### src/rtl/prbs_pkg.sv
// rtl/prbs_pkg.sv - shared PRBS7 types and next-bit function
package prbs_pkg;

  typedef enum logic [1:0] {HUNT, VERIFY, LOCKED} chk_state_t;

  localparam int PRBS7_LEN = 7;

  // x^7 + x^6 + 1: next bit from the last seven bits, newest in bit 0
  function automatic logic prbs7_next(input logic [6:0] s);
    return s[6] ^ s[5];
  endfunction

endpackage

### src/rtl/prbs7_gen.sv
// rtl/prbs7_gen.sv - free-running PRBS7 source with enable and reset seed
module prbs7_gen
  import prbs_pkg::*;
(
  input  logic       clk,
  input  logic       rst,
  input  logic       en,
  input  logic [6:0] seed,
  output logic       prbs_bit
);

  logic [6:0] state_q, state_d;

  // A zero seed is a lock-up state and yields a constant 0 stream
  always_comb begin
    prbs_bit = prbs7_next(state_q);
    state_d  = state_q;
    if (en) begin
      state_d = {state_q[5:0], prbs_bit};
    end
  end

  always_ff @(posedge clk) begin
    if (rst) begin
      state_q <= seed;
    end else begin
      state_q <= state_d;
    end
  end

endmodule

### config.mk
export PLATFORM = sky130hd
export DESIGN_NAME = prbs7_gen
export DESIGN_NICKNAME = d
export VERILOG_FILES = /design/src/rtl/prbs_pkg.sv /design/src/rtl/prbs7_gen.sv
export SDC_FILE = /design/constraint.sdc
export NUM_CORES = 1
export LEC_CHECK = 0
export CAP_MARGIN = 20
export CORE_AREA = 2 2 39 41
export CTS_CLUSTER_DIAMETER = 50
export DETAILED_ROUTE_END_ITERATION = 10
export DIE_AREA = 0 0 41 43
export GPL_TIMING_DRIVEN = 0
export PLACE_DENSITY = 0.54
export SYNTH_ARGS = -nofsm -noshare
export SYNTH_HDL_FRONTEND = slang
export SYNTH_SLANG_ARGS = --single-unit
### constraint.sdc
create_clock -name clk -period 2.87 [get_ports clk]
set_clock_uncertainty 0.1 [all_clocks]
set_input_delay 0.287 -clock clk [delete_from_list [all_inputs] [get_ports clk]]
set_output_delay 0.287 -clock clk [all_outputs]
set_load 0.005 [all_outputs]
---- Word-level counts from Yosys, hierarchy flattened ----
Cells that the tools add are included.
storage, ports and cells
  register bits after elaboration ......... 7
  latch bits .............................. 0
  memory bits (writable) .................. 0
  memory bits (read-only) ................. 0
  bits of input ports ..................... 10
  output and inout port bits .............. 1
  logic and storage cells ................. 5
  memories kept ........................... 0
operators by class
  add/subtract/negate cells ............... 0
  $mul .................................... 0
  divide/modulo/power cells ............... 0
  magnitude comparators ................... 0
  equal/unequal tests ..................... 0
  shift-type cells ........................ 0
  mux-type cells .......................... 2
  bitwise operators ....................... 1
  reductions and logical operators ........ 1
operators with widths
  cell                number
  7-bit 2-to-1 mux    2
  2-bit nonzero test  1
  1-bit bitwise XOR   1

---- Depth between registers and ports, before layout ----
Gate-level depths: netlist (run 1).
  depth after elaboration ................. 3
  gate-level depth with buffers ........... 2
  depth with buffers taken out ............ 2

---- Worst setup path after synthesis (run 1) ----
No wires, ideal clock.
  path type ............................... register -> register
  from .................................... register state_q[6]
  to ...................................... register state_q[0] (data pin)
  setup time .............................. 0.260 ns
  data arrival time ....................... 0.790 ns
  required time ........................... 2.510 ns
  slack ................................... 1.720 ns
  cell stages (with the launch flop) ...... 3
  buffers on the path ..................... 0
  period minus slack after synthesis ...... 1.150 ns
  cell sequence ........................... edfxtp_1 xor2_1 mux2_2
between the ends
  longest elaborated chain between the ends .. 3
ends and longest elaborated chain
  element                 RTL line         RTL
  from (decl)             prbs7_gen.sv:12  logic [6:0] state_q, state_d;
  from (signal assigned)  prbs7_gen.sv:27  state_q <= state_d;
  1-bit bitwise XOR       prbs_pkg.sv:10   return s[6] ^ s[5];
  net prbs_bit            prbs7_gen.sv:9   output logic prbs_bit
  7-bit 2-to-1 mux        prbs7_gen.sv:18  if (en) begin
  7-bit 2-to-1 mux        prbs7_gen.sv:24  if (rst) begin
The timed path passes the listed nets, and every way through them passes these cells. The select of a mux whose other input is x is not followed.
A chain may end at the register's enable or synchronous reset.

---- Worst setup path in the final report (run 1) ----
  from .................................... register state_q[5]
  to ...................................... output port prbs_bit
between the ends
  longest elaborated chain between the ends .. 1
ends and longest elaborated chain
  element            RTL line
  1-bit bitwise XOR  prbs_pkg.sv:10
  to (decl)          prbs7_gen.sv:9
Every way passes these cells.

==> run_results.csv, run 1 <==
group,metric,value,unit
layout,drive_gt1_frac,0.400,
sta,finalSetupViolCount,0,
worst_hold_path,hold_start,"rst",
sta,slew_viol_final,0,
cts,cts-htree-levels,1,
layout,antenna_cells,0,
drt,drtIter0Drc,2,
cts,ctsHoldBuffers,0,
worst_setup_path,cp-start-kind,"flip-flop",
yosys,netlist_instances,17,
yosys,ys_seq_area_frac,0.667,
power,power_switching,0.0471,mW
layout,reg_top3,"state_q: 7 flops",
sta,tightest_slew,0.165,ns
yosys,synth_area,315,sq um
cts,cts.path.max_buffers,2,
placement,hpwl,363,um
yosys,syn-num-nets,27,
sta,rsz0062_at_grt,"false",
yosys,yosys_warnings,0,
worst_setup_path,worst-setup-path-type,"reg2out",
yosys,synth_top_cell_area_share,0.667,
worst_setup_path,crit_chain,"xor2_1, clkdlybuf4s50_1",
grt,grt_max_degree,9,
die,core,1380,sq um
worst_setup_path,slowest_stage,"clkdlybuf4s50_1",
grt,grt.met1_usage,0.0570,
die,die_h,43,um
yosys,synth.avg_cell_area,18.5,sq um
cts,cts_inserted_buffers,3,
drt,postRouteAntennaNets,0,
sta,min_period_over_period,0.604,
yosys,synth.distinct_cells,5,
placement,portBuffers,9,
die,rows,14,
power,comb_power_share,0.145,
drt,vias_per_cell,3.98,
yosys,ys_top_cells_by_area,"edfxtp_1, mux2_2, buf_6",
worst_setup_path,cpPeakStageDelay,0.52,ns
drt,routedWlPerCell,10.1,um
sta,relSlewSlack,0.889,
grt,grt_pass1_vias,182,
power,power_density,563,nW/um^2
drt,dr_total_vias,183,
worst_setup_path,r2r_start,"state_q[5]",
grt,grt_pass1_wl,655,um
run,drv_cap,0,
grt,grt_busiest_layer,"met2",
worst_setup_path,r2r_setup_slack,1.70,ns
cts,cts_tree,"built",
layout,layout_common_cells,"clkdlybuf4s50_1, mux2_2, edfxtp_1",
power,p_clk_frac,0.340,
layout,fin_nets,41,
power,pwr-share-seq,0.516,
layout,layout_commonest_cell,"clkdlybuf4s50_1",
die,start_util,0.228,
power,leakage,0.162,nW
power,swShare,0.185,
drt,drt_pass1_iterations,3,
worst_setup_path,crit_start,"state_q[5]",
run_status,status,"complete, no violations",
cts,clockRootBuffer,"clkbuf_4",
layout,largest_register_ff_count,7,
placement,place.gp.congestion,0.654,
drt,drcViolationCount,0,
worst_setup_path,cp-end-kind,"output port",
yosys,synth_top_area_cell,"edfxtp_1",
power,p_int,0.207,mW
sta,layout_min_cycle_time,1.73,ns
die,fp.dieW,41,um
layout,syn_to_final_growth,43.3,%
layout,top_register,"state_q",
worst_hold_path,min_path_type,"in2reg",
sta,hold_viol,0,
drt,wl,465,um
grt,grt_antenna_before_repair,0,
yosys,ys_ff_latch,7,
grt,met3_usage,0.0314,
layout,finalInstanceArea,452,sq um
die,fp.dieArea,1760,sq um
die,io-pin-count,11,
sta,finalSetupTns,0,ns
cts,path_clk_slew,0.05,ns
sta,fmax,0.577,GHz
placement,placed_cell_area,425,sq um
worst_setup_path,cp.required,2.48,ns
cts,postCtsSetupBuffers,0,
cts,clk_latency,0.24,ns
cts,numClockSinks,7,
power,ir_drop,0.000153,V
worst_setup_path,critical_path.max_fanout,2,
grt,track_usage,0.0621,
worst_setup_path,worst_ep_arrival_time,1.35,ns
grt,grt_util_met2,0.0906,
grt,overflow,0,
cts,ctsResizeCount,0,
-- power groups by stage --
stage,sequential [mW],clock [mW],combinational [mW]
detailed placement,0.134,0,0.0373
finish,0.131,0.0863,0.0368
global route,0.132,0.0948,0.0407
floorplan,0.132,0,0.0186
global placement,0.133,0,0.0368
CTS,0.131,0.0913,0.0379
-- area by class of cell --
cell class                 count  area (sq um)
buffer                         1          11.3
clock buffer                   4          26.3
fill                         144           932
multi-input combinational      9          93.8
sequential                     7           210
tap                           16          20.0
timing repair buffer           9          90.1
-- synthesized netlist by cell type --
master,number
xor2_1,1
buf_6,1
mux2_2,7
or2_2,1
edfxtp_1,7
-- metrics by stage --
step                power, mW  hold WS [ns]  worst slack [ns]  std cells  utilization
global placement        0.169         0.435              1.40         42        0.307
CTS                     0.260         0.297              1.09         46        0.326
finish                  0.254         0.298              1.14         46        0.326
detailed placement      0.171         0.436              1.36         42        0.307
global route            0.268         0.303              1.05         46        0.326
floorplan               0.150         0.408              1.72         17            -
-- cells by family (layout without fill, tap and decap cells) --
family,Yosys count,in the layout,synth area share
xor+xnor,1,1,0.0278
buf+inv,1,14,0.0357
flops,7,7,0.667
mux,7,7,0.250
simple gates,1,1,0.0199
-- critical path: cells and delay by family, from the launching register on --
kind	cells	cell delay [ns]
flip-flops	1	0.39
XOR/XNOR	1	0.18
buffers and inverters	1	0.52
-- routing by layer --
layer | wire, um | share of wire
met5 | 0 | 0
met4 | 0 | 0
met1 | 182 | 0.39
met2 | 230 | 0.49
met3 | 52 | 0.11
-- final timing paths --
kind | to | cells past startpoint
worst max register to register | state_q[0] | 2
worst max-delay path | prbs_bit | 2
worst min-delay path | state_q[2] | 2
worst min register to register | state_q[3] | 1
Power figures use the tool's default switching activity.
==> run 2: changes to the inputs <==
--- a/config.mk
+++ b/config.mk
@@ -11,7 +11,7 @@
 export DETAILED_ROUTE_END_ITERATION = 10
 export DIE_AREA = 0 0 41 43
 export GPL_TIMING_DRIVEN = 0
-export PLACE_DENSITY = 0.54
+export PLACE_DENSITY = 0.56
 export SYNTH_ARGS = -nofsm -noshare
 export SYNTH_HDL_FRONTEND = slang
 export SYNTH_SLANG_ARGS = --single-unit
==> constraint.sdc (replaced) <==
create_clock -name clk -period 1.5 [get_ports clk]
set_clock_uncertainty 0.1 [all_clocks]
set_input_delay 0.15 -clock clk [delete_from_list [all_inputs] [get_ports clk]]
set_output_delay 0.15 -clock clk [all_outputs]
set_load 0.005 [all_outputs]
==> run_results.csv, run 2 (synthesized netlist as in run 1, its figures left out) <==
group,metric,value,unit
run_status,status,"complete, no violations",
power,ir_drop,0.000365,V
sta,hold_viol,0,
worst_setup_path,crit_start,"state_q[5]",
placement,portBuffers,9,
worst_setup_path,cpPeakStageDelay,0.39,ns
sta,fmax,0.746,GHz
placement,placed_cell_area,425,sq um
sta,finalSetupTns,0,ns
worst_hold_path,min_path_type,"in2reg",
cts,numClockSinks,7,
layout,largest_register_ff_count,7,
sta,finalSetupViolCount,0,
layout,top_register,"state_q",
die,start_util,0.228,
drt,postRouteAntennaNets,0,
worst_setup_path,r2r_cells,2,
worst_setup_path,crit_chain,"xor2_1, dlygate4sd2_1",
die,core,1380,sq um
drt,routedWlPerCell,10.9,um
cts,cts-htree-levels,1,
worst_setup_path,slowest_stage,"edfxtp_1",
cts,clockRootBuffer,"clkbuf_4",
layout,multi_input_area,93.8,sq um
sta,fin_ws,0.159,ns
drt,drtIter0Drc,0,
die,die_h,43,um
run,drv_cap,0,
sta,slew_viol_final,0,
drt,dr_total_vias,176,
drt,drcViolationCount,0,
placement,dp_slack,0.158,ns
cts,cts_tree,"built",
worst_setup_path,cp_top_family,"flip-flops",
grt,track_usage,0.0793,
layout,fin_util,0.325,
die,fp.dieArea,1760,sq um
power,leakage,0.163,nW
die,io-pin-count,11,
cts,clk_latency,0.25,ns
power,power_density,1080,nW/um^2
worst_setup_path,crit_buf_inv,1,
worst_setup_path,endpoint,"prbs_bit",
sta,min_period_over_period,0.894,
cts,cts.path.max_buffers,2,
layout,syn_to_final_growth,42.9,%
grt,overflow,0,
worst_setup_path,r2r_start,"state_q[5]",
worst_setup_path,r2r_setup_slack,0.31,ns
worst_setup_path,cp-start-kind,"flip-flop",
sta,layout_min_cycle_time,1.34,ns
worst_setup_path,rr_endpoint,"state_q[0]",
worst_setup_path,cp.required,1.25,ns
grt,grt_max_degree,9,
layout,seq_area,210,sq um
cts,postCtsSetupBuffers,0,
worst_setup_path,cp.depth,2,
layout,reg_top3,"state_q: 7 flops",
drt,wl,500,um
layout,final_cells,46,
sta,rsz0062_at_grt,"false",
layout,antenna_cells,0,
cts,cts_inserted_buffers,3,
die,fp.dieW,41,um
cts,path_clk_slew,0.05,ns
placement,place.gp.congestion,0.659,
sta,relSlewSlack,0.886,
worst_setup_path,worst-setup-path-type,"reg2out",
drt,drt_pass1_iterations,1,
layout,num-fill-cells,142,
drt,vias_per_cell,3.83,
worst_setup_path,worst_ep_arrival_time,1.09,ns
layout,fin_nets,41,
placement,dp_cells,42,
layout,layout_common_cells,"clkdlybuf4s50_1, mux2_2, edfxtp_1",
cts,ctsHoldBuffers,0,
die,rows,14,
layout,finalInstanceArea,450,sq um
grt,grt_pass1_vias,196,
grt,grt_antenna_before_repair,0,
layout,drive_gt1_frac,0.400,
grt,grt_pass1_wl,793,um
worst_setup_path,critical_path.max_fanout,2,
sta,tightest_slew,0.170,ns
worst_setup_path,cp-end-kind,"output port",
layout,layout_commonest_cell,"clkdlybuf4s50_1",
-- run 2: layout make-up --
class,instances,share of cell area
Buffer,1,0.0250
Clock buffer,4,0.0583
Multi-Input combinational cell,9,0.208
Sequential cell,7,0.467
Tap cell,16,0.0444
Timing Repair Buffer,9,0.197
-- run 2: worst min path at each step --
stage	start	end	slack, ns	cells past startpoint
5_1_grt	rst	state_q[3]	0.16	2
6_report	rst	state_q[3]	0.16	2
3_5_place_dp	rst	state_q[2]	0.42	2
3_3_place_gp	rst	state_q[3]	0.41	2
4_1_cts	rst	state_q[2]	0.15	2
2_1_floorplan	seed[0]	state_q[0]	0.27	1
-- run 2: layer usage --
| layer | wire [um] | GRT usage |
|---|---|---|
| met4 | 0 | 0.100 |
| met2 | 261 | 0.103 |
| met3 | 30 | 0.0471 |
| met1 | 209 | 0.0702 |
| met5 | 0 | 0 |
-- run 2: what timing repair did --
action | 4_1_cts | 5_1_grt
setup endpoints to repair | 1 | 0
resized for setup | 1 | 0
endpoints found under the hold margin | 0 | 0
-- run 2: through the flow --
stage | power [mW] | hold slack (ns)
final | 0.488 | 0.160
after global routing | 0.522 | 0.156
after CTS | 0.500 | 0.155
after detailed placement | 0.327 | 0.419
after global placement | 0.325 | 0.414
after floorplan | 0.288 | 0.271
-- run 2: power breakdown --
group | leakage [nW] | internal (mW) | switching [mW]
Clock | 0.0150 | 0.101 | 0.0690
Combinational | 0.0768 | 0.0472 | 0.0204
Sequential | 0.0714 | 0.244 | 0.00620
Total | 0.163 | 0.392 | 0.0956
